===== src/rtl/scr_arbiter.sv =====
// scr_arbiter: shares one synchronous screen RAM port between a display fetch
// engine (reads) and a host write path (buffered in a small FIFO).
//
// Ports
//   clk, rst_n                 clock, asynchronous active-low reset
//   host_we/addr/data          host write strobe, queued into the FIFO
//   host_full, host_ovf        FIFO full (registered), sticky drop flag
//   ovf_clr                    clears host_ovf, wins over a same-cycle set
//   disp_req/addr, disp_ack    display read request and same-cycle grant
//   disp_valid, disp_data      read data, two cycles after disp_ack
//   ram_addr/wdata/we          registered RAM command
//   ram_q                      RAM read data for the address registered last cycle
//
// Reads win over writes, except when the display has won STARVE_MAX times in a
// row while a write was waiting; then one write is forced through.
module scr_arbiter #(
   parameter int ADDR_W     = 16,
   parameter int DATA_W     = 8,
   parameter int FIFO_DEPTH = 4,
   parameter int STARVE_MAX = 8
) (
   input  logic              clk,
   input  logic              rst_n,
   input  logic              host_we,
   input  logic [ADDR_W-1:0] host_addr,
   input  logic [DATA_W-1:0] host_data,
   output logic              host_full,
   output logic              host_ovf,
   input  logic              ovf_clr,
   input  logic              disp_req,
   input  logic [ADDR_W-1:0] disp_addr,
   output logic              disp_ack,
   output logic              disp_valid,
   output logic [DATA_W-1:0] disp_data,
   output logic [ADDR_W-1:0] ram_addr,
   output logic [DATA_W-1:0] ram_wdata,
   output logic              ram_we,
   input  logic [DATA_W-1:0] ram_q
);

   localparam int PTR_W = (FIFO_DEPTH > 1) ? $clog2(FIFO_DEPTH) : 1;
   localparam int CNT_W = $clog2(FIFO_DEPTH) + 1;
   localparam int ST_W  = $clog2(STARVE_MAX + 1);

   localparam logic [CNT_W-1:0] CNT_FULL = CNT_W'(FIFO_DEPTH);
   localparam logic [ST_W-1:0]  ST_MAX   = ST_W'(STARVE_MAX);

   typedef enum logic [1:0] {
      GNT_IDLE  = 2'd0,
      GNT_READ  = 2'd1,
      GNT_WRITE = 2'd2
   } grant_e;

   logic [ADDR_W-1:0] fifo_addr_q [FIFO_DEPTH];
   logic [ADDR_W-1:0] fifo_addr_d [FIFO_DEPTH];
   logic [DATA_W-1:0] fifo_data_q [FIFO_DEPTH];
   logic [DATA_W-1:0] fifo_data_d [FIFO_DEPTH];
   logic [PTR_W-1:0]  wr_ptr_q, wr_ptr_d;
   logic [PTR_W-1:0]  rd_ptr_q, rd_ptr_d;
   logic [CNT_W-1:0]  count_q, count_d;
   logic              host_full_q, host_full_d;
   logic              host_ovf_q, host_ovf_d;
   logic [ST_W-1:0]   starve_q, starve_d;
   logic [ADDR_W-1:0] ram_addr_q, ram_addr_d;
   logic [DATA_W-1:0] ram_wdata_q, ram_wdata_d;
   logic              ram_we_q, ram_we_d;
   logic              rd_pend_q, rd_pend_d;
   logic              disp_valid_q, disp_valid_d;
   logic [DATA_W-1:0] disp_data_q, disp_data_d;

   grant_e grant;
   logic   fifo_empty;
   logic   push;
   logic   pop;

   always_comb begin
      fifo_empty   = (count_q == '0);
      push         = host_we & ~host_full_q;
      grant        = GNT_IDLE;
      fifo_addr_d  = fifo_addr_q;
      fifo_data_d  = fifo_data_q;
      wr_ptr_d     = wr_ptr_q;
      rd_ptr_d     = rd_ptr_q;
      count_d      = count_q;
      ram_addr_d   = ram_addr_q;
      ram_wdata_d  = ram_wdata_q;
      ram_we_d     = 1'b0;
      rd_pend_d    = 1'b0;
      starve_d     = starve_q;
      host_ovf_d   = host_ovf_q;
      disp_valid_d = rd_pend_q;
      disp_data_d  = disp_data_q;

      // Starvation override only matters while a write is actually waiting.
      if (disp_req && !(starve_q == ST_MAX && !fifo_empty)) begin
         grant = GNT_READ;
      end else if (!fifo_empty) begin
         grant = GNT_WRITE;
      end
      pop = (grant == GNT_WRITE);

      case (grant)
         GNT_READ: begin
            ram_addr_d = disp_addr;
            rd_pend_d  = 1'b1;
         end
         GNT_WRITE: begin
            ram_addr_d  = fifo_addr_q[rd_ptr_q];
            ram_wdata_d = fifo_data_q[rd_ptr_q];
            ram_we_d    = 1'b1;
            rd_ptr_d    = rd_ptr_q + 1'b1;
         end
         default: ;
      endcase

      if (push) begin
         fifo_addr_d[wr_ptr_q] = host_addr;
         fifo_data_d[wr_ptr_q] = host_data;
         wr_ptr_d              = wr_ptr_q + 1'b1;
      end

      case ({push, pop})
         2'b10:   count_d = count_q + 1'b1;
         2'b01:   count_d = count_q - 1'b1;
         default: count_d = count_q;
      endcase
      host_full_d = (count_d == CNT_FULL);

      if (fifo_empty || pop) begin
         starve_d = '0;
      end else if (grant == GNT_READ && starve_q != ST_MAX) begin
         starve_d = starve_q + 1'b1;
      end

      if (ovf_clr) begin
         host_ovf_d = 1'b0;
      end else if (host_we && host_full_q) begin
         host_ovf_d = 1'b1;
      end

      // ram_q reflects the address registered for the read one cycle ago.
      if (rd_pend_q) begin
         disp_data_d = ram_q;
      end
   end

   always_ff @(posedge clk or negedge rst_n) begin
      if (!rst_n) begin
         for (int i = 0; i < FIFO_DEPTH; i++) begin
            fifo_addr_q[i] <= '0;
            fifo_data_q[i] <= '0;
         end
         wr_ptr_q     <= '0;
         rd_ptr_q     <= '0;
         count_q      <= '0;
         host_full_q  <= 1'b0;
         host_ovf_q   <= 1'b0;
         starve_q     <= '0;
         ram_addr_q   <= '0;
         ram_wdata_q  <= '0;
         ram_we_q     <= 1'b0;
         rd_pend_q    <= 1'b0;
         disp_valid_q <= 1'b0;
         disp_data_q  <= '0;
      end else begin
         fifo_addr_q  <= fifo_addr_d;
         fifo_data_q  <= fifo_data_d;
         wr_ptr_q     <= wr_ptr_d;
         rd_ptr_q     <= rd_ptr_d;
         count_q      <= count_d;
         host_full_q  <= host_full_d;
         host_ovf_q   <= host_ovf_d;
         starve_q     <= starve_d;
         ram_addr_q   <= ram_addr_d;
         ram_wdata_q  <= ram_wdata_d;
         ram_we_q     <= ram_we_d;
         rd_pend_q    <= rd_pend_d;
         disp_valid_q <= disp_valid_d;
         disp_data_q  <= disp_data_d;
      end
   end

   assign disp_ack   = (grant == GNT_READ) & rst_n;
   assign host_full  = host_full_q;
   assign host_ovf   = host_ovf_q;
   assign ram_addr   = ram_addr_q;
   assign ram_wdata  = ram_wdata_q;
   assign ram_we     = ram_we_q;
   assign disp_valid = disp_valid_q;
   assign disp_data  = disp_data_q;

endmodule


===== config.mk =====
export PLATFORM = sky130hd
export DESIGN_NAME = scr_arbiter
export DESIGN_NICKNAME = d
export VERILOG_FILES = /design/src/rtl/scr_arbiter.sv
export SDC_FILE = /design/constraint.sdc
export NUM_CORES = 1
export LEC_CHECK = 0
export CAP_MARGIN = 20
export CORE_ASPECT_RATIO = 1.4
export CORE_MARGIN = 4
export CORE_UTILIZATION = 45
export DETAILED_ROUTE_END_ITERATION = 8
export PLACE_DENSITY = 0.72
export SYNTH_ARGS = -nofsm -noshare
export SYNTH_HDL_FRONTEND = slang
export SYNTH_SLANG_ARGS = --single-unit

===== constraint.sdc =====
create_clock -name clk -period 8.15 [get_ports clk]
set_clock_uncertainty 0.05 [all_clocks]
set_input_delay 0.815 -clock clk [delete_from_list [all_inputs] [get_ports clk]]
set_output_delay 0.815 -clock clk [all_outputs]
set_load 0.01 [all_outputs]

# After elaboration in Yosys (flattened, before gate mapping)
# Index checks and enable logic that the tools add are counted.
# classes
n_addsub	5
mul	0
div_mod_pow	0
n_lt_le_gt_ge	3
n_eq_ne	7
n_shift	0
muxes	22
n_bitwise	5
reduce_logical	12
# ops
cell	n
64-bit bitwise mux	1
16-bit 2-to-1 mux	3
16-bit binary-select mux with 2-bit select	1
32-bit bitwise mux	1
16-bit demux with 2-bit select	1
16-bit case mux with 2 select lines	1
8-bit 2-to-1 mux	3
8-bit binary-select mux with 2-bit select	1
8-bit demux with 2-bit select	1
4-bit 2-to-1 mux	2
3-bit greater-or-equal comparator, second input constant	2
2-bit inverter with 3-bit output	2
3-bit case mux with 2 select lines	1
2-bit nonzero test	3
1-bit logical AND	5
2-bit by 1-bit adder with 2-bit output, second input constant	2
4-bit by 1-bit adder with 4-bit output, second input constant	1
2-bit by 1-bit equality test with 1-bit output, second input constant	2
2-bit equality test, second input constant	2
4-bit equality test, second input constant	1
1-bit 2-to-1 mux	4
2-bit 2-to-1 mux	2
4-bit inequality test, second input constant	1
3-bit by 1-bit adder with 3-bit output, second input constant	1
8 further kinds	10
# totals
ff_bits	144
latchBits	0
mem_bits_rw	0
rom_bits	0
inputBits	53
out_inout_bits	37
word_cells	74
memories	0

# Logic depth before layout (Yosys ltp)
# Gate-level depths: netlist (run 1).
# depth
word_depth	10
ltp_mapped	10
mapped_depth_nobuf	10

# Worst setup path after synthesis (run 1)
# OpenSTA, ideal clock, no wires.
# synth_path
path_kind	input -> register
start	input port disp_req
end	register host_full_q, in the netlist host_full
setup_time_ns	0.094
arrival_ns	2.486
t_required_ns	8.006
path_slack_ns	5.520
path_stages	7
n_path_buf	0
path_cell_list	a21oi_4 ha_1 inv_1 fa_1 xor2_1 or3_1 a211oi_1
# synth_via
elab_chain_cells	6
elab_cells_between_ends	7
classes_between	eq/ne: 4; mux: 2; reduce/logical: 1
# synth_lines
element	line_no	text
start: declaration	30	input logic disp_req,
1-bit logical AND *	95	if (disp_req && !(starve_q == ST_MAX && !fifo_empty)) begin
2-bit 2-to-1 mux *	95	
2-bit equality test *	100	pop = (grant == GNT_WRITE);
2-bit by 1-bit equality test with 1-bit output or 2-bit equality test (tied branches)	122	case ({push, pop})
3-bit case mux with 2 select lines *	122	
3-bit equality test *	127	host_full_d = (count_d == CNT_FULL);
via host_full_d	61	logic host_full_q, host_full_d;
end signal: assignment	171	host_full_q <= host_full_d;
end: declaration	61	
# Mark *: on every way through the listed nets, which the timed path passes. The rest lies on a longest branch.
# A chain may end at the register's enable or synchronous reset.

# Final worst setup path (run 1)
# layout_path
start	input port disp_req
end	output port disp_ack
# layout_via
elab_chain_cells	4
# layout_lines
element	line_no	text
1-bit logical AND	95	
2-bit 2-to-1 mux	95	
2-bit by 1-bit equality test with 1-bit output	183	assign disp_ack = (grant == GNT_READ) & rst_n;
1-bit AND	183	
end: declaration	32	output logic disp_ack,
# Every way passes these cells.

==> results.sh, run 1 <==
export IMPL_critPathMaxFanout=21
export IMPL_io_pins=90
export IMPL_cts_clk_slew_worst_paths_ps=50
export IMPL_timing_worst_setup_path_type="in -> out"
export IMPL_muxShareOfSynthArea=0.282
export IMPL_rr_endpoint="host_full$_DFF_PN0_"
export IMPL_cp_top_family="buffers and inverters"
export IMPL_synth_warnings=0
export IMPL_synth_compound_area_share=0.0539
export IMPL_reg2reg_setup_slack_ps=5020
export IMPL_hold_slack_ps=336
export IMPL_maxCapViolCount=0
export IMPL_synth_xor_area_share=0.00672
export IMPL_cp_arrival_ps=3430
export IMPL_synth_area_leader_cell="dfrtp_1"
export IMPL_path_cells="clkdlybuf4s50_1, o21a_1, and2_1, clkdlybuf4s50_1"
export IMPL_cts_buffer_depth=2
export IMPL_ys_seq_area_frac=0.553
export IMPL_timing_critical_path_mode_cell="clkdlybuf4s50_1"
export IMPL_critPathLaunchType="input port"
export IMPL_p_leak_nw=3.42
export IMPL_path_buf_inv=2
export IMPL_seqCellArea_um2=3600
export IMPL_synth_edf_count=0
export IMPL_ys_seq_elements=144
export IMPL_cp_required_ps=7280
export IMPL_first_iter_violations=121
export IMPL_n_antenna_cell=0
export IMPL_synthSimpleGateAreaFrac=0.0463
export IMPL_peakVddDrop_mv=0.213
export IMPL_status="finished clean"
export IMPL_syn2layout_area_growth_pct=23.4
export IMPL_setup_viol=0
export IMPL_vias=3896
export IMPL_worst_pin_slew_ps=909
export IMPL_synthAdderAreaFrac=0.0165
export IMPL_start_util=0.464
export IMPL_ctsResizeCount=0
export IMPL_crit_slowest_cell="clkdlybuf4s50_1"
export IMPL_synthArstFlopShare=1.00
export IMPL_nets=588
export IMPL_slew_violations=0
export IMPL_synth_top_cell_area_share=0.553
export IMPL_die_y_um=150
export IMPL_syn_cell_area_um2=6520
export IMPL_grt_pass1_wl_mm=22.1
export IMPL_antenna_found_initial=0
export IMPL_ys_flop_type="dfrtp_1"
export IMPL_finalCritPeriodShare=0.526
export IMPL_holdBufCountCts=0
export IMPL_multi_input_area_um2=2640
export IMPL_hold_path_class="in -> async"
export IMPL_drc_errors=0
export IMPL_drive_above_1_share=0.343
export IMPL_r2r_start="starve_q[0]$_DFFE_PN0P_"
export IMPL_core_area_um2=14000
export IMPL_cts_setup_buffers=0
export IMPL_synth_fp_nets=504
export IMPL_cts_sinks=144
export IMPL_cts_made_buffers=17
export IMPL_wl_per_cell_um=18.7
export IMPL_clock_latency_ps=410
export IMPL_track_usage=0.177
export IMPL_drtPass1Iterations=4
export IMPL_die_area_um2=16500
export IMPL_relSlewSlack=0.392
export IMPL_synth_cell_type_count=40
export IMPL_die_x_um=110
export IMPL_dp_hpwl_mm=8.90
export IMPL_power_density_nw_per_um2=393
export IMPL_synth_top_family_by_area="multiplexers"
export IMPL_final_antenna_net_count=0
export IMPL_finalHoldViolCount=0
export IMPL_cpPeakStageDelay_ps=1070
export IMPL_overflow=0
export IMPL_routed_via_density=5.40
export IMPL_grt_pass1_vias=4316
export IMPL_clock_tree_root_cell="clkbuf_16"
export IMPL_grt_max_degree=75
export IMPL_final_cell_mix="dfrtp_1, mux2_2, clkdlybuf4s50_1, inv_1, mux4_2"
export IMPL_layout_commonest_cell="dfrtp_1"
export IMPL_cp_end_kind="primary output"
export IMPL_rsz0062_at_grt="no"
export IMPL_period_minus_slack_ps=4290
export IMPL_max_freq_ghz=0.233
export IMPL_finalSetupTns_ps=0
export IMPL_n_fill_cell=1117
export IMPL_gp_congestion=0.744
export IMPL_avgSynthCellArea_um2=14.7
export IMPL_htree_levels=4
export IMPL_ff2ff_path_depth=10
export IMPL_synth_area_leaders="dfrtp_1, mux2_2, mux4_2"
export IMPL_cts_tree="built"
export IMPL_routed_wl_mm=13.5
export IMPL_port_buffers=89
export IMPL_rows=51
export IMPL_synthCells=443
==> per-stage QoR <==
stage	util	total power, mW	std cells	setup slack, ps	cell area (um^2)
4_1_cts	0.573	3.20	722	3890	8040
3_3_place_gp	0.533	2.39	693	3970	7480
3_5_place_dp	0.533	2.46	693	3900	7480
5_1_grt	0.573	3.36	722	3790	8040
2_1_floorplan	-	2.10	443	5520	6520
6_report	0.573	3.16	722	3860	8040
==> layer usage <==
metal	part of all wire	track usage	routed length (um)
met3	0.053	0.0472	713
met2	0.52	0.302	7070
met5	0	0	0
met1	0.41	0.217	5550
met4	0.014	0.0543	190
==> report_power, final <==
| part | switching [mW] | total (mW) | leakage, nW | internal (mW) |
|---|---|---|---|---|
| logic | 0.468 | 1.17 | 1.44 | 0.702 |
| registers | 0.214 | 1.27 | 1.71 | 1.05 |
| clock network | 0.275 | 0.728 | 0.270 | 0.454 |
==> flip-flops by register name, indices dropped and copies added, names as in the netlist <==
name          flops
wr_ptr_q          2
ram_addr         16
host_ovf          1
host_full         1
fifo_data_q      32
ram_we            1
disp_data         8
fifo_addr_q      64
count_q           3
disp_valid        1
starve_q          4
disp_valid_d      1
rd_ptr_q          2
ram_wdata         8
==> how the worst max path moves through the flow <==
| stage | from | endpoint | slack (ps) | depth (start not counted) |
|---|---|---|---|---|
| after CTS | disp_req | disp_ack | 3890 | 4 |
| after global placement | disp_req | disp_ack | 3970 | 4 |
| after detailed placement | disp_req | disp_ack | 3900 | 4 |
| after floorplan | disp_req | host_full$_DFF_PN0_ | 5520 | 7 |
| final | disp_req | disp_ack | 3860 | 4 |
| after global routing | disp_req | disp_ack | 3790 | 4 |
==> logic make-up (layout without fill, tap and decap cells) <==
logic type                 count (synthesis)  after routing
and+or+nand+nor                           54             54
DFF                                      144            144
muxes                                    136            136
AOI/OAI and AO/OA                         44             44
buffers and inverters                     52            146
adders and majority gates                  8              8
xor gates and xnor gates                   5              5
==> cell usage after synthesis (all sizes together), types with 2 or more instances <==
cell,count
mux2,112
a21oi,20
inv,25
xnor2,3
xor2,2
a221oi,16
or3,2
ha,7
clkbuf,3
nand3b,2
nor3,17
mux4,24
dfrtp,144
a211oi,2
nand2,25
o21ai,4
buf,24
==> area by class of cell <==
type,instances,share of cell area
Timing Repair Buffer,92,0.114
Tap cell,185,0.0288
Inverter,25,0.0117
Clock buffer,24,0.0624
Sequential cell,144,0.448
Clock inverter,5,0.00685
Multi-Input combinational cell,247,0.328
No activity file was read; power rests on OpenSTA's default activity.
==> run 2: changes to the inputs <==
PLACE_DENSITY = 0.74   (was 0.72)
clock period = 3.6 ns   (was 8.15 ns; I/O delays follow)
==> run 2 against run 1 <==
  * Register-to-register slack got worse by 4200 ps
  * Critical endpoint unchanged
  * Count of clock-buffer cells in the layout fell by 5
  * Sequential cell count stayed put
  * Via count is 1.5% higher
  * Setup slack lost 3200 ps
  * Critical path depth up 3
  * First-iteration DRC count rose by 38%
  * Combinational power rose by 130%
  * Critical path type is now reg -> out
==> results.sh, run 2 (synthesis gave the netlist of run 1 again) <==
export IMPL_status="finished clean"
export IMPL_nets=594
export IMPL_layout_commonest_cell="dfrtp_1"
export IMPL_r2r_start="starve_q[0]$_DFFE_PN0P_"
export IMPL_final_util=0.580
export IMPL_cp_end_kind="primary output"
export IMPL_min_path_cells=2
export IMPL_rr_endpoint="host_full$_DFF_PN0_"
export IMPL_gp_congestion=0.714
export IMPL_cts_buffer_depth=2
export IMPL_power_density_nw_per_um2=897
export IMPL_clock_latency_ps=410
export IMPL_wl_per_cell_um=18.7
export IMPL_rows=51
export IMPL_dp_hpwl_mm=9.06
export IMPL_clock_tree_root_cell="clkbuf_16"
export IMPL_timing_worst_setup_path_type="reg -> out"
export IMPL_dp_cells=697
export IMPL_period_minus_slack_ps=2900
export IMPL_cts_clk_slew_worst_paths_ps=60
export IMPL_core_area_um2=14000
export IMPL_slew_violations=0
export IMPL_die_x_um=110
export IMPL_overflow=0
export IMPL_finalSetupTns_ps=0
export IMPL_grt_pass1_vias=4377
export IMPL_htree_levels=4
export IMPL_drive_above_1_share=0.352
export IMPL_hold_slack_ps=430
export IMPL_first_iter_violations=167
export IMPL_final_area_um2=8140
export IMPL_rsz0062_at_grt="no"
export IMPL_top_register="fifo_addr_q"
export IMPL_finalHoldViolCount=0
export IMPL_vias=3956
export IMPL_ctsResizeCount=0
export IMPL_critPathLaunchType="flop"
export IMPL_maxCapViolCount=0
export IMPL_fin_cells=730
export IMPL_placed_cell_area_um2=7510
export IMPL_grt_pass1_wl_mm=22.5
export IMPL_die_area_um2=16500
export IMPL_n_fill_cell=1127
export IMPL_syn2layout_area_growth_pct=24.9
export IMPL_track_usage=0.179
export IMPL_final_antenna_net_count=0
export IMPL_relSlewSlack=0.421
export IMPL_largest_register_ffs=64
export IMPL_min_to="host_ovf$_DFFE_PN0P_"
export IMPL_max_freq_ghz=0.345
export IMPL_n_antenna_cell=0
export IMPL_antenna_found_initial=0
export IMPL_routed_via_density=5.42
export IMPL_p_leak_nw=3.47
export IMPL_io_pins=90
export IMPL_port_buffers=89
export IMPL_hp_start="ovf_clr"
export IMPL_cts_tree="built"
export IMPL_peakVddDrop_mv=0.546
export IMPL_hold_path_class="in -> reg"
export IMPL_cts_setup_buffers=0
export IMPL_critPathMaxFanout=21
export IMPL_cpPeakStageDelay_ps=470
export IMPL_ff2ff_path_depth=10
export IMPL_reg2reg_setup_slack_ps=840
export IMPL_cts_made_buffers=17
export IMPL_crit_slowest_cell="clkdlybuf4s50_1"
export IMPL_drc_errors=0
export IMPL_die_y_um=150
export IMPL_grt_max_degree=82
export IMPL_cp_arrival_ps=2490
export IMPL_final_cell_mix="dfrtp_1, mux2_2, clkdlybuf4s50_1, inv_1, mux4_2"
export IMPL_cts_sinks=144
export IMPL_holdBufCountCts=1
export IMPL_worst_pin_slew_ps=869
export IMPL_path_cells="inv_1, ha_1, nand3b_4, o21a_1, buf_4, and2_1, clkdlybuf4s50_1"
export IMPL_finalCritPeriodShare=0.806
export IMPL_setup_viol=0
export IMPL_start_util=0.464
export IMPL_drtPass1Iterations=4
export IMPL_cp_required_ps=3190
export IMPL_routed_wl_mm=13.6
-- run 2: per-layer routing --
metal  wire length [um]  global-route usage  up-vias
met5                  0                   0        -
met4                165              0.0524        0
met3                635              0.0442       13
met2               7230               0.307       93
met1               5600               0.222     2052
li1                   -                   -     1798
-- run 2: area by class of cell --
class	count	area [um^2]	area share
inverter	25	93.8	0.0115
multi-input combinational	247	2640	0.324
tap	185	231	0.0284
clock buffer	19	443	0.0544
sequential	144	3600	0.443
timing repair buffer	98	982	0.121
clock inverter	12	143	0.0175
-- run 2: where the power goes --
group / total (mW) / switching (mW) / internal, mW
clock network: 1.75 / 0.654 / 1.10
registers: 2.86 / 0.481 / 2.38
logic: 2.69 / 1.09 / 1.60
total: 7.30 / 2.22 / 5.08
-- run 2: worst max-delay path, delay by kind of cell (launching register included) --
family	cells	cell delay, ps
and+or+nand+nor	2	420
DFF	1	420
AOI/OAI and AO/OA	1	250
adders and majority gates	1	230
buffers and inverters	3	760
-- run 2: metrics by stage --
| step | power (mW) | setup slack, ps |
|---|---|---|
| final | 7.30 | 699 |
| after floorplan | 4.75 | 983 |
| after detailed placement | 5.60 | 795 |
| after CTS | 7.38 | 669 |
| after global placement | 5.43 | 859 |
| after global routing | 7.75 | 563 |
-- run 2: worst max path at each step --
stage	from	end	depth (start not counted)
2_1_floorplan	starve_q[0]$_DFFE_PN0P_	host_full$_DFF_PN0_	10
3_3_place_gp	disp_req	disp_ack	6
3_5_place_dp	disp_req	disp_ack	6
4_1_cts	starve_q[0]$_DFFE_PN0P_	disp_ack	7
5_1_grt	starve_q[0]$_DFFE_PN0P_	disp_ack	7
6_report	starve_q[0]$_DFFE_PN0P_	disp_ack	7
